<file path="src/rtl/vend2_pkg.sv">
// Shared types for the vend2 coin-return path: hopper indexing and hopper FSM states.
package vend2_pkg;

  localparam int unsigned NUM_HOPPERS = 16;
  localparam int unsigned COIN_IDX_W  = 4;

  typedef logic [COIN_IDX_W-1:0] coin_idx_t;

  typedef enum logic [1:0] {
    IDLE,
    EJECT,
    WAIT_SENSE,
    DONE
  } hopper_state_e;

  // One-hot solenoid select for a hopper index
  function automatic logic [NUM_HOPPERS-1:0] idx_onehot(input coin_idx_t idx);
    logic [NUM_HOPPERS-1:0] v;
    v      = '0;
    v[idx] = 1'b1;
    return v;
  endfunction

endpackage

</file>
<file path="src/rtl/vend2_ret_fifo.sv">
// Synchronous request FIFO for pending coin returns; a push into a full queue is
// accepted only when a pop happens in the same cycle.
module vend2_ret_fifo #(
  parameter int unsigned WIDTH = 4,
  parameter int unsigned DEPTH = 4
) (
  input  logic             clk,
  input  logic             rst_n,
  input  logic             push_i,
  input  logic [WIDTH-1:0] wdata_i,
  input  logic             pop_i,
  output logic [WIDTH-1:0] rdata_c,
  output logic             full_c,
  output logic             empty_c
);

  localparam int unsigned AW = (DEPTH > 1) ? $clog2(DEPTH) : 1;
  localparam int unsigned CW = $clog2(DEPTH + 1);

  logic [WIDTH-1:0] mem_q [DEPTH];
  logic [AW-1:0]    wr_ptr_q;
  logic [AW-1:0]    rd_ptr_q;
  logic [CW-1:0]    cnt_q;
  logic             do_push;
  logic             do_pop;

  assign empty_c = (cnt_q == '0);
  assign full_c  = (cnt_q == CW'(DEPTH));
  assign do_pop  = pop_i && !empty_c;
  assign do_push = push_i && (!full_c || do_pop);
  assign rdata_c = mem_q[rd_ptr_q];

  always_ff @(posedge clk) begin
    if (!rst_n) begin
      wr_ptr_q <= '0;
      rd_ptr_q <= '0;
      cnt_q    <= '0;
    end else begin
      if (do_push) wr_ptr_q <= wr_ptr_q + AW'(1);
      if (do_pop)  rd_ptr_q <= rd_ptr_q + AW'(1);
      case ({do_push, do_pop})
        2'b10:   cnt_q <= cnt_q + CW'(1);
        2'b01:   cnt_q <= cnt_q - CW'(1);
        default: cnt_q <= cnt_q;
      endcase
    end
  end

  // Storage needs no reset: occupancy is tracked by the pointers
  always_ff @(posedge clk) begin
    if (do_push) mem_q[wr_ptr_q] <= wdata_i;
  end

endmodule

</file>
<file path="src/rtl/vend2_change_hopper.sv">
// Coin-return stage: queues return requests, pulses one hopper solenoid per coin,
// confirms the drop via the chute sensor and tracks per-hopper counts and jams.
module vend2_change_hopper
  import vend2_pkg::*;
#(
  parameter int unsigned CNT_W         = 8,
  parameter int unsigned INIT_COUNT    = 20,
  parameter int unsigned FIFO_DEPTH    = 4,
  parameter int unsigned EJECT_CYCLES  = 3,
  parameter int unsigned SENSE_TIMEOUT = 16
) (
  input  logic                   clock,
  input  logic                   reset,
  input  logic                   money_return,
  input  logic [COIN_IDX_W-1:0]  return_amount,
  output logic                   return_complete,
  output logic                   return_error,
  output logic [NUM_HOPPERS-1:0] hopper_empty,
  output logic [NUM_HOPPERS-1:0] coin_eject,
  input  logic                   coin_sensed,
  input  logic                   refill_valid,
  input  logic [COIN_IDX_W-1:0]  refill_index,
  input  logic [CNT_W-1:0]       refill_count,
  output logic                   fifo_overflow
);

  localparam int unsigned EJ_W = $clog2(EJECT_CYCLES + 1);
  localparam int unsigned TO_W = $clog2(SENSE_TIMEOUT + 1);
  localparam logic [NUM_HOPPERS-1:0] EMPTY_RST =
    (INIT_COUNT == 0) ? {NUM_HOPPERS{1'b1}} : {NUM_HOPPERS{1'b0}};

  hopper_state_e        state_q, state_d;
  coin_idx_t            idx_q, idx_d;
  logic                 err_q, err_d;
  logic [EJ_W-1:0]      ej_cnt_q, ej_cnt_d;
  logic [TO_W-1:0]      tmr_q, tmr_d;
  logic [CNT_W-1:0]     count_q [NUM_HOPPERS];
  logic [CNT_W-1:0]     count_d [NUM_HOPPERS];
  logic [NUM_HOPPERS-1:0] jam_q, jam_d, empty_d;
  logic                 pop_c, dec_c, jam_set_c, ovf_c;
  coin_idx_t            fifo_head_c;
  logic                 fifo_full_c, fifo_empty_c;

  vend2_ret_fifo #(
    .WIDTH (COIN_IDX_W),
    .DEPTH (FIFO_DEPTH)
  ) u_fifo (
    .clk     (clock),
    .rst_n   (reset),
    .push_i  (money_return),
    .wdata_i (return_amount),
    .pop_i   (pop_c),
    .rdata_c (fifo_head_c),
    .full_c  (fifo_full_c),
    .empty_c (fifo_empty_c)
  );

  assign ovf_c = money_return && fifo_full_c && !pop_c;

  // Request sequencing: pop, eject, wait for the drop sensor, report
  always_comb begin
    state_d   = state_q;
    idx_d     = idx_q;
    err_d     = err_q;
    ej_cnt_d  = ej_cnt_q;
    tmr_d     = tmr_q;
    pop_c     = 1'b0;
    dec_c     = 1'b0;
    jam_set_c = 1'b0;
    case (state_q)
      IDLE: begin
        if (!fifo_empty_c) begin
          pop_c    = 1'b1;
          idx_d    = fifo_head_c;
          ej_cnt_d = '0;
          if (hopper_empty[fifo_head_c]) begin
            err_d   = 1'b1;
            state_d = DONE;
          end else begin
            err_d   = 1'b0;
            state_d = EJECT;
          end
        end
      end
      EJECT: begin
        if (ej_cnt_q == EJ_W'(EJECT_CYCLES - 1)) begin
          tmr_d   = '0;
          state_d = WAIT_SENSE;
        end else begin
          ej_cnt_d = ej_cnt_q + EJ_W'(1);
        end
      end
      WAIT_SENSE: begin
        if (coin_sensed) begin
          dec_c   = 1'b1;
          err_d   = 1'b0;
          state_d = DONE;
        end else if (tmr_q == TO_W'(SENSE_TIMEOUT - 1)) begin
          jam_set_c = 1'b1;
          err_d     = 1'b1;
          state_d   = DONE;
        end else begin
          tmr_d = tmr_q + TO_W'(1);
        end
      end
      DONE:    state_d = IDLE;
      default: state_d = IDLE;
    endcase
  end

  // Hopper bookkeeping; a refill overrides a same-cycle decrement or jam
  always_comb begin
    for (int i = 0; i < NUM_HOPPERS; i++) count_d[i] = count_q[i];
    jam_d = jam_q;
    if (dec_c && (count_q[idx_q] != '0)) count_d[idx_q] = count_q[idx_q] - CNT_W'(1);
    if (jam_set_c) jam_d[idx_q] = 1'b1;
    if (refill_valid) begin
      count_d[refill_index] = refill_count;
      jam_d[refill_index]   = 1'b0;
    end
    for (int i = 0; i < NUM_HOPPERS; i++) empty_d[i] = (count_d[i] == '0) || jam_d[i];
  end

  always_ff @(posedge clock) begin
    if (!reset) begin
      state_q         <= IDLE;
      idx_q           <= '0;
      err_q           <= 1'b0;
      ej_cnt_q        <= '0;
      tmr_q           <= '0;
      jam_q           <= '0;
      for (int i = 0; i < NUM_HOPPERS; i++) count_q[i] <= CNT_W'(INIT_COUNT);
      hopper_empty    <= EMPTY_RST;
      coin_eject      <= '0;
      return_complete <= 1'b0;
      return_error    <= 1'b0;
      fifo_overflow   <= 1'b0;
    end else begin
      state_q         <= state_d;
      idx_q           <= idx_d;
      err_q           <= err_d;
      ej_cnt_q        <= ej_cnt_d;
      tmr_q           <= tmr_d;
      jam_q           <= jam_d;
      for (int i = 0; i < NUM_HOPPERS; i++) count_q[i] <= count_d[i];
      hopper_empty    <= empty_d;
      coin_eject      <= (state_d == EJECT) ? idx_onehot(idx_d) : '0;
      return_complete <= (state_d == DONE);
      return_error    <= (state_d == DONE) && err_d;
      fifo_overflow   <= fifo_overflow || ovf_c;
    end
  end

endmodule

</file>
<file path="config.mk">
export PLATFORM = sky130hd
export DESIGN_NAME = vend2_change_hopper
export DESIGN_NICKNAME = d
export VERILOG_FILES = /design/src/rtl/vend2_pkg.sv /design/src/rtl/vend2_ret_fifo.sv /design/src/rtl/vend2_change_hopper.sv
export SDC_FILE = /design/constraint.sdc
export NUM_CORES = 1
export LEC_CHECK = 0
export BUFFER_PORTS_ARGS = -buffer_cell sky130_fd_sc_hd__buf_2
export CORE_ASPECT_RATIO = 0.5
export CORE_MARGIN = 10
export CORE_UTILIZATION = 28
export DETAILED_ROUTE_END_ITERATION = 8
export PLACE_DENSITY = 0.46
export SYNTH_ARGS = -nofsm -noshare
export SYNTH_HDL_FRONTEND = slang
export SYNTH_HIERARCHICAL = 1
export SYNTH_SLANG_ARGS = --single-unit
</file>
<file path="constraint.sdc">
create_clock -name clock -period 4.1 [get_ports clock]
set_input_delay 0.205 -clock clock [delete_from_list [all_inputs] [get_ports clock]]
set_output_delay 0.205 -clock clock [all_outputs]
set_load 0.05 [all_outputs]
</file>
==> flow_summary.json <==
{
  "status": "completed",
  "postCtsSetupRepairBufs": 0,
  "synthArstFlopShare_pct": 0,
  "drcViolationCount": 0,
  "p_per_area_nw_per_um2": 484,
  "area_growth_pct": 16.0,
  "skew_ns": 0.0195,
  "vias_per_cell": 5.48,
  "tightest_slew_ns": 1.33,
  "hpwlAfterDp_um": 33100,
  "utilization_pct": 33.1,
  "power_frac_clock_pct": 36.0,
  "syn_nets": 1356,
  "mostFrequentLayoutCell": "dfxtp_1",
  "die_area_sq_um": 50400,
  "crit_top_cell": "a21oi_1",
  "grtUsageTotal_pct": 17.9,
  "grt.overflow.total": 0,
  "worst_setup_path_start_kind": "flop",
  "grt_max_degree": 58,
  "rr_startpoint": "idx_q[2]",
  "wire_per_inst_um": 24.0,
  "critPathArrivalTime_ns": 4.49,
  "holdWs_ns": 0.206,
  "critPathMaxFanout": 14,
  "fin_tns_setup_ns": 0,
  "core_region_area_sq_um": 40600,
  "drtIter0Drc": 1145,
  "synthTopCellsByArea": "dfxtp_1, nand2_1, mux4_2",
  "highest_layer": "met4",
  "maxSlewViolCount": 0,
  "layout_common_cells": "dfxtp_1, nand2_1, nor2_1",
  "holdPathStages": 3,
  "hold_viol_final": 0,
  "fin_crit_ns": 4.07,
  "endpoint_kind": "flop",
  "setup_ws_ns": 0.0348,
  "cts_num_sinks": 218,
  "seqPwrFrac_pct": 36.7,
  "slowest_stage": "a21oi_1",
  "syn_area_per_cell_sq_um": 8.74,
  "vias": 10526,
  "power.switching_mw": 2.23,
  "setup_viol": 0,
  "clockBufferDepth": 3,
  "final_area_sq_um": 13400,
  "combPwrFrac_pct": 27.3,
  "die_w_um": 308,
  "synth.distinct_cells": 78,
  "grt_pass1_vias": 10128,
  "internal_power_mw": 4.28,
  "postPlaceCellArea_sq_um": 12500,
  "crit_start": "idx_q[2]",
  "worstHoldPathType": "input pin to flop",
  "port_buffers": 55,
  "fin_cells": 1921,
  "htree_levels": 1,
  "initial_utilization_pct": 28.5,
  "relSlewSlack_pct": 11.5,
  "synth_largest_area_cell": "dfxtp_1",
  "maxCapViolCount": 0,
  "post-route-period-util_pct": 99.2,
  "drive_gt1_share_pct": 15.9,
  "rows": 52,
  "p_total_mw": 6.50,
  "place_ws_ns": 0.0436,
  "fp.dieH_um": 164,
  "wl_met2_um": 20000,
  "ys_ff_latch": 218,
  "r2r-end": "hopper_empty[15]",
  "dr.pass1.iters": 5,
  "yosysSeqAreaShare_pct": 39.1,
  "antenna_cells": 0,
  "rsz0062_at_grt": "yes",
  "clkSlewWorstSetupHoldPaths_ns": 0.06,
  "io_pins": 56,
  "ys.warnings.count": 6,
  "fill_cells": 4266,
  "worstHoldStart": "refill_count[7]",
  "final_nets": 1395,
  "synth_cells": 1324,
  "routed-wl-met3_um": 3690,
  "synth_edf_count": 16,
  "dpl.cell_count": 1872,
  "wirelength_um": 46000,
  "wl_met1_um": 20900,
  "ys.flop_type": "dfxtp_1",
  "clock.fmax_ghz": 0.246,
  "ff2ff_setup_slack_ns": 0.03,
  "cts_made_buffers": 24,
  "grt_first_pass_wirelength_um": 68200,
  "synth_top_cell_area_share_pct": 34.9,
  "antenna_found_initial": 2,
  "gp_congestion": 0.941,
  "criticalPathCategory": "flop to flop",
  "antenna_left": 0,
  "clock_latency_ns": 0.54,
  "r2r_cells": 12,
  "cp_num_buf_inv": 2,
  "cpLargestDelayFamily": "compound AO/OA/AOI/OAI gates",
  "cts_tree": "yes",
  "leakage_nw": 4.81,
  "cp_cell_sequence": "nor2b_1 -> a22oi_1 -> nand2_1 -> clkinv_1 -> ha_1 -> and3_4 -> a21oi_1 -> buf_4 -> nor2_1 -> a211oi_1 -> a21oi_1 -> a41o_1",
  "slowest_delay_ns": 1.04,
  "vdd_drop_max_v": 0.000284,
  "worstPathRequired_ns": 4.53,
  "min_to": "count_q[12][7]",
  "root_buffer": "clkbuf_16",
  "synth.cell_area_sq_um": 11600,
  "swShare_pct": 34.3
}
==> tightest hold or removal path, cell delays in order <==
cell and delay [ns]:
buf_2 0.28, nand2_1 0.12, a21oi_1 0.06
==> power by group through the flow <==
stage	Sequential [mW]	Clock (mW)	Combinational (mW)
CTS	2.39	2.40	1.75
finish	2.39	2.34	1.77
floorplan	2.42	0	1.12
detailed placement	2.43	0	1.75
global route	2.40	2.47	1.89
global placement	2.43	0	1.73
==> sequential cells by signal, indices dropped and copies added (netlist names), 2 cells and up, named ones only <==
signal / flops
idx_q: 4
state_q: 2
coin_eject: 16
ej_cnt_q: 2
count_q: 128
jam_q: 16
hopper_empty: 16
tmr_q: 5
u_fifo/wr_ptr_q: 2
u_fifo/mem_q: 16
u_fifo/cnt_q: 3
u_fifo/rd_ptr_q: 2
==> layout make-up <==
cell class                      count  area, sq um  area share [%]
Timing Repair Buffer              120          826            6.15
Sequential cell                   218         4530            33.7
Multi-Input combinational cell    967         6430            47.9
Inverter                           32          121           0.903
Clock inverter                     12          169            1.26
Clock buffer                       32          682            5.08
Tap cell                          540          676            5.03
==> what timing repair did <==
item | in CTS | in global routing
endpoints found under the setup margin | 0 | 16
endpoints found under the hold margin | 17 | 0
hold buffers | 5 | 0
resized for setup | 0 | 4
==> cell families (layout without fill, tap and decap cells) <==
logic type	Yosys count	in the layout	synth area share [%]
XOR/XNOR	11	11	0.832
flip-flops	218	218	39.1
AO/OA/AOI/OAI	334	334	19.5
buffers and inverters	139	196	5.74
adder cells (fa/ha/maj)	11	11	1.25
AND/OR/NAND/NOR	509	509	20.1
multiplexers	102	102	13.6
==> synthesized netlist by cell type, types with 7 or more instances <==
cell	count
ha_1	10
o211ai_1	46
a21o_1	7
and3_1	14
mux2i_1	57
mux4_1	8
a211oi_1	37
edfxtp_1	16
a41o_1	8
o21ai_0	45
clkbuf_1	65
nor2b_1	9
nor4_1	7
buf_2	24
nor2_1	141
a311o_1	8
a21oi_1	93
nand2b_1	12
nand3_1	25
nand2_1	199
and2_1	32
o221ai_1	7
dfxtp_1	202
o21ai_1	8
nor3_1	31
a31oi_1	11
mux4_2	33
inv_1	29
==> worst max-delay path by stage <==
stage / end / cells after the start
floorplan: hopper_empty[8] / 15
CTS: hopper_empty[1] / 11
detailed placement: hopper_empty[1] / 11
global placement: hopper_empty[1] / 11
finish: hopper_empty[15] / 12
global route: hopper_empty[4] / 12
==> metal layers <==
layer / vias up / global-route usage (%)
li1: 4865 / -
met1: 5149 / 24.9
met2: 433 / 27.9
met3: 79 / 3.32
met4: 0 / 5.65
met5: - / 0
Power figures use the tool's default switching activity.
